==> config.mk <==
export PLATFORM = sky130hd
export DESIGN_NAME = mem_port_arbiter
export DESIGN_NICKNAME = d
export VERILOG_FILES = /design/src/rtl/mem_arb_pkg.sv /design/src/rtl/mem_arb_pick.sv /design/src/rtl/mem_port_arbiter.sv
export SDC_FILE = /design/constraint.sdc
export NUM_CORES = 1
export LEC_CHECK = 0
export CAP_MARGIN = 20
export CORE_MARGIN = 2
export CORE_UTILIZATION = 41
export DETAILED_ROUTE_END_ITERATION = 16
export PLACE_DENSITY = 0.8
export SLEW_MARGIN = 20
export SYNTH_ARGS = -nofsm -noshare
export SYNTH_HDL_FRONTEND = slang
export SYNTH_SLANG_ARGS = --single-unit
==> constraint.sdc <==
create_clock -name CLK -period 2.32 [get_ports CLK]
set_input_delay 0.696 -clock CLK [delete_from_list [all_inputs] [get_ports CLK]]
set_output_delay 0.696 -clock CLK [all_outputs]
set_load 0.02 [all_outputs]
==> src/rtl/mem_arb_pkg.sv <==
// Shared types for the IF/LS memory port arbiter; no logic, no latency.
// Owner codes double as the debug owner output and the round-robin history.
package mem_arb_pkg;

   typedef enum logic [1:0] {
      IDLE    = 2'd0,
      BUSY_IF = 2'd1,
      BUSY_LS = 2'd2
   } arb_state_t;

   localparam logic [1:0] OWN_NONE  = 2'b00;
   localparam logic [1:0] OWN_IF    = 2'b01;
   localparam logic [1:0] OWN_LS    = 2'b10;

   localparam logic [1:0] SIZE_WORD = 2'b10;

endpackage

==> src/rtl/mem_arb_pick.sv <==
// Combinational two-way picker between IF and LS: zero latency.
// Never stalls; LS_PRIORITY=0 breaks ties against the previous owner.
module mem_arb_pick
   import mem_arb_pkg::*;
#(
   parameter int LS_PRIORITY = 1
) (
   input  logic [1:0] i_elig,
   input  logic [1:0] i_last_owner,
   output logic [1:0] o_winner
);

   // i_elig bit 0 is IF, bit 1 is LS
   always_comb begin
      o_winner = OWN_NONE;
      case (i_elig)
         2'b01:   o_winner = OWN_IF;
         2'b10:   o_winner = OWN_LS;
         2'b11: begin
            if (LS_PRIORITY != 0 || i_last_owner == OWN_IF) o_winner = OWN_LS;
            else                                            o_winner = OWN_IF;
         end
         default: o_winner = OWN_NONE;
      endcase
   end

endmodule

==> src/rtl/mem_port_arbiter.sv <==
// Shares one memory port between IF and LS: grant->mem_en 1 cycle, response->done 1 cycle.
// Requesters hold req until done; a silent memory is aborted by the watchdog after TIMEOUT busy cycles.
module mem_port_arbiter
   import mem_arb_pkg::*;
#(
   parameter int LS_PRIORITY = 1,
   parameter int TIMEOUT     = 255,
   parameter int CNT_W       = 8
) (
   input  logic        CLK,
   input  logic        reset,
   input  logic        if_req,
   input  logic [31:0] if_addr,
   output logic        if_done,
   output logic [31:0] if_rdata,
   input  logic        ls_req,
   input  logic        ls_we,
   input  logic [1:0]  ls_size,
   input  logic [31:0] ls_addr,
   input  logic [31:0] ls_wdata,
   output logic        ls_done,
   output logic [31:0] ls_rdata,
   output logic        err,
   output logic        mem_en,
   output logic        mem_we,
   output logic [1:0]  mem_size,
   output logic [31:0] mem_addr,
   output logic [31:0] mem_wdata,
   input  logic [31:0] mem_read_data,
   input  logic        mem_read_data_valid,
   input  logic        mem_write_ready,
   output logic [1:0]  owner
);

   localparam logic [CNT_W-1:0] TO_V    = CNT_W'(TIMEOUT);
   localparam logic [CNT_W-1:0] CNT_MAX = '1;

   arb_state_t       r_state;
   logic [1:0]       r_last_owner;
   logic [CNT_W-1:0] r_cnt;
   logic             r_if_done;
   logic             r_ls_done;
   logic             r_err;
   logic [31:0]      r_if_rdata;
   logic [31:0]      r_ls_rdata;
   logic             r_mem_en;
   logic             r_mem_we;
   logic [1:0]       r_mem_size;
   logic [31:0]      r_mem_addr;
   logic [31:0]      r_mem_wdata;
   logic [1:0]       r_owner;

   logic [1:0]       w_elig;
   logic [1:0]       w_winner;
   logic             w_cmpl;
   logic             w_tmo;

   // A requester still high in its own done cycle is not re-granted.
   assign w_elig = {ls_req & ~r_ls_done, if_req & ~r_if_done};

   mem_arb_pick #(
      .LS_PRIORITY (LS_PRIORITY)
   ) u_pick (
      .i_elig       (w_elig),
      .i_last_owner (r_last_owner),
      .o_winner     (w_winner)
   );

   assign w_cmpl = r_mem_we ? mem_write_ready : mem_read_data_valid;
   assign w_tmo  = (TIMEOUT != 0) && (r_cnt == TO_V);

   always_ff @(posedge CLK) begin
      if (reset) begin
         r_state      <= IDLE;
         r_last_owner <= OWN_IF;
         r_cnt        <= '0;
         r_if_done    <= 1'b0;
         r_ls_done    <= 1'b0;
         r_err        <= 1'b0;
         r_if_rdata   <= '0;
         r_ls_rdata   <= '0;
         r_mem_en     <= 1'b0;
         r_mem_we     <= 1'b0;
         r_mem_size   <= '0;
         r_mem_addr   <= '0;
         r_mem_wdata  <= '0;
         r_owner      <= OWN_NONE;
      end else begin
         r_if_done <= 1'b0;
         r_ls_done <= 1'b0;
         r_err     <= 1'b0;
         case (r_state)
            IDLE: begin
               if (w_winner != OWN_NONE) begin
                  r_state      <= (w_winner == OWN_LS) ? BUSY_LS : BUSY_IF;
                  r_owner      <= w_winner;
                  r_last_owner <= w_winner;
                  r_mem_en     <= 1'b1;
                  r_cnt        <= CNT_W'(1);
                  if (w_winner == OWN_LS) begin
                     r_mem_addr  <= ls_addr;
                     r_mem_we    <= ls_we;
                     r_mem_size  <= ls_size;
                     r_mem_wdata <= ls_wdata;
                  end else begin
                     r_mem_addr  <= if_addr;
                     r_mem_we    <= 1'b0;
                     r_mem_size  <= SIZE_WORD;
                     r_mem_wdata <= '0;
                  end
               end
            end
            BUSY_IF, BUSY_LS: begin
               if (r_cnt != CNT_MAX) r_cnt <= r_cnt + 1'b1;
               // A response arriving on the timeout cycle still counts as a success.
               if (w_cmpl || w_tmo) begin
                  r_state  <= IDLE;
                  r_mem_en <= 1'b0;
                  r_owner  <= OWN_NONE;
                  r_cnt    <= '0;
                  r_err    <= ~w_cmpl;
                  if (r_state == BUSY_IF) begin
                     r_if_done  <= 1'b1;
                     r_if_rdata <= w_cmpl ? mem_read_data : 32'h0;
                  end else begin
                     r_ls_done <= 1'b1;
                     if (!w_cmpl)       r_ls_rdata <= 32'h0;
                     else if (!r_mem_we) r_ls_rdata <= mem_read_data;
                  end
               end
            end
            default: r_state <= IDLE;
         endcase
      end
   end

   assign if_done   = r_if_done;
   assign ls_done   = r_ls_done;
   assign err       = r_err;
   assign if_rdata  = r_if_rdata;
   assign ls_rdata  = r_ls_rdata;
   assign mem_en    = r_mem_en;
   assign mem_we    = r_mem_we;
   assign mem_size  = r_mem_size;
   assign mem_addr  = r_mem_addr;
   assign mem_wdata = r_mem_wdata;
   assign owner     = r_owner;

endmodule
==> impl_metrics.yaml <==
outcome:
  status: "complete, no violations"
route:
  wl_per_cell_um: 18.07
  firstDrtPassIters: 5
  num_vias: 5943
  dr.first_iter.drc_count: 435
  ant_nets: 0
  vias_per_cell: 5.539
  drc: 0
  routed_wl_um: 19390
clock_tree:
  cts_made_buffers: 17
  hold_buffers: 0
  clk_latency_ps: 420
  cts_sinks: 147
  root_buffer: "clkbuf_16"
  htree_levels: 4
  cts_tree: "done"
  clk_pin_slew_ps: 60
  cts_buffer_depth: 2
worst_setup_path:
  worstSetupPathType: "flop to primary output"
  crit_chain: "clkdlybuf4s50_1"
  critPathMaxStageDelay_ps: 640
  path_buf_inv: 1
  crit_path_start_kind: "flop"
  critPathSlowestCell: "clkdlybuf4s50_1"
  cp.arrival_ps: 1490
  cp.required_ps: 1620
  crit_family: "buffers and inverters"
  crit_path_max_fanout: 5
  worst_setup_path_end_kind: "primary output"
die:
  ioPinCount: 274
  die_x_um: 123.3
  fp.dieArea_mm2: 0.01520
  rows: 43
  core_mm2: 0.01388
  initial_utilization_pct: 42.03
  die_y_um: 123.3
logic_synthesis:
  synth_compound_area_share_pct: 28.59
  ys_types: 42
  syn_area_mm2: 0.005834
  yosysTopAreaCell: "dfxtp_1"
  yosys.area_share.simple_pct: 14.03
  synth_area_leaders: "dfxtp_1 50%, a311oi_2 7.7%, nand2_1 6.6%"
  synth.mux.area_fraction_pct: 0.3860
  synth_top_family_by_area: "compound AO/OA/AOI/OAI gates"
  synth_fa_ha_area_share_pct: 0.8578
  synth_top_cell_area_share_pct: 50.44
  yosys_warnings: 0
  syn_area_per_cell_um2: 9.565
  syn_nets: 751
  synth-xor-area-share_pct: 0.6005
  netlist_instances: 610
  ys_seq_area_share_pct: 50.44
  ys_seq_elements: 147
timing:
  slew_headroom_pct: 58.60
  slew_viol_final: 0
  min_period_over_period_pct: 94.38
  tns_ps: 0
  period_needed_ps: 2190
  fmax_ghz: 0.4567
  tightest_slew_ps: 620.9
  grt_setup_unrepaired: "no"
  finalHoldViolCount: 0
  final-setup-viol-count: 0
  skew_ps: 6.503
finish:
  diodes: 0
  fill_cells: 1009
  multi_input_area_mm2: 0.002648
  seq_area_mm2: 0.002944
  final_util_pct: 68.64
  synthToLayoutAreaGrowth_pct: 63.31
  final_cells: 1073
  nNetsFinal: 1021
  drive_gt1_share_pct: 12.43
pwr:
  leakage_uw: 0.003421
  power_density_mw_per_mm2: 794.8
  irDropWorstVdd_v: 0.0003833
global_routing:
  gr-usage-all-layers_pct: 25.00
  overflow: 0
  grt_pass1_wl_um: 29670
  grt_max_degree: 51
  antenna_found_initial: 0
  grt_pass1_vias: 5867
placed_design:
  port_buffers: 273
  globalplace.congestion: 0.8395
  dp.cells: 1041
  hpwl_um: 13830
job:
  drv_cap: 0
hold_path:
  hp-class: "flop to flop"
[cell usage after synthesis (all sizes together)]
cell / instances
dfxtp: 147
nand2: 102
nor2: 74
a311oi: 66
a21oi: 41
a22oi: 34
buf: 34
a22o: 32
clkbuf: 21
inv: 7
a31oi: 4
ha: 4
nor3: 4
o21ai: 4
xnor2: 4
nand3: 3
nand4b: 3
and3: 2
nand2b: 2
nand4: 2
nor2b: 2
o211a: 2
o211ai: 2
o221a: 2
o31ai: 2
or4: 2
a21o: 1
and2: 1
mux2i: 1
nor4b: 1
o311ai: 1
o32ai: 1
o41ai: 1
or2: 1
[per-layer routing]
layer	share of wire, %	global-route usage (%)	vias to the layer above
met5	0	0	-
met4	3.0	12.78	0
met3	8.1	5.858	46
met2	48	41.38	289
met1	41	30.28	2825
li1	-	-	2783
[cell type report]
type                       count  area share (%)
clock inverter                15           1.641
sequential                   147           30.90
tap                          180           2.364
multi-input combinational    401           27.79
timing repair buffer         306           32.57
clock buffer                  17           4.465
inverter                       7          0.2758
[sequential cells by signal (all words and copies together) (netlist names)]
name       flops
r_state        2
err            1
mem_we         1
mem_addr      32
r_cnt          8
ls_rdata      32
if_rdata      32
if_done        1
mem_wdata     32
owner          2
mem_en         1
ls_done        1
mem_size       2
[metrics by stage]
step           hold slack, ps  power, uW  setup slack [ps]  area (um^2)
2_1_floorplan           452.1       3927             525.5         5834
3_3_place_gp            454.5       4847             56.68         8945
3_5_place_dp            458.0       4914            -15.74         8945
4_1_cts                 476.8       7617             103.6         9528
5_1_grt                 490.9       7891             59.74         9528
6_report                476.4       7573             130.5         9528
[final timing paths]
kind                            depth (start not counted)  slack (ps)            to          from
worst max-delay path                                    1         130        mem_we        mem_we
worst min-delay path                                    1         480  if_rdata[24]  if_rdata[24]
worst max register to register                          6         370  ls_rdata[24]      r_cnt[0]
worst min register to register                          1         480  if_rdata[24]  if_rdata[24]
[what timing repair did]
item | 4_1_cts | 5_1_grt
buffers inserted | 0 | 0
setup endpoints to repair | 1 | 0
gates resized for setup | 1 | 0
[where the power goes]
group | leakage, uW | internal (uW) | switching [uW] | total, uW
clock | 0.000272 | 1590 | 1100 | 2690
combinational | 0.00195 | 949 | 1050 | 2000
sequential | 0.00120 | 2740 | 136 | 2880
[cell families (layout without fill, tap and decap cells)]
logic type,Yosys count,in the layout
flops,147,147
compound gates,193,193
buf+inv,62,345
xor+xnor,4,4
fa+ha+maj,4,4
simple gates,199,199
mux,1,1
[placed cells by master (no fill, tap or decap), types with 2 or more instances in the layout]
cell	synthesis	final
a21oi_4	0	2
nor2_1	74	73
a311oi_2	30	30
o211ai_1	2	2
a22o_1	32	32
nand4_1	2	2
nand2b_1	2	2
a311oi_1	36	36
a21oi_1	41	39
nand2_1	102	102
o211a_1	2	2
nand4b_1	3	3
inv_1	7	7
o21ai_2	1	2
inv_6	0	4
o221a_2	2	2
clkinv_2	0	3
dfxtp_1	147	146
or4_1	2	2
o21ai_0	2	2
o31ai_1	2	2
nor3_1	2	2
and3_1	2	2
buf_4	2	24
ha_1	4	4
clkdlybuf4s50_1	0	272
bufinv_16	0	2
a22oi_1	34	34
a31oi_1	3	3
clkinvlp_4	0	5
buf_12	0	10
clkbuf_16	0	17
nand3_1	3	3
xnor2_1	4	4
Note: power is estimated with default switching activity, not from simulation.
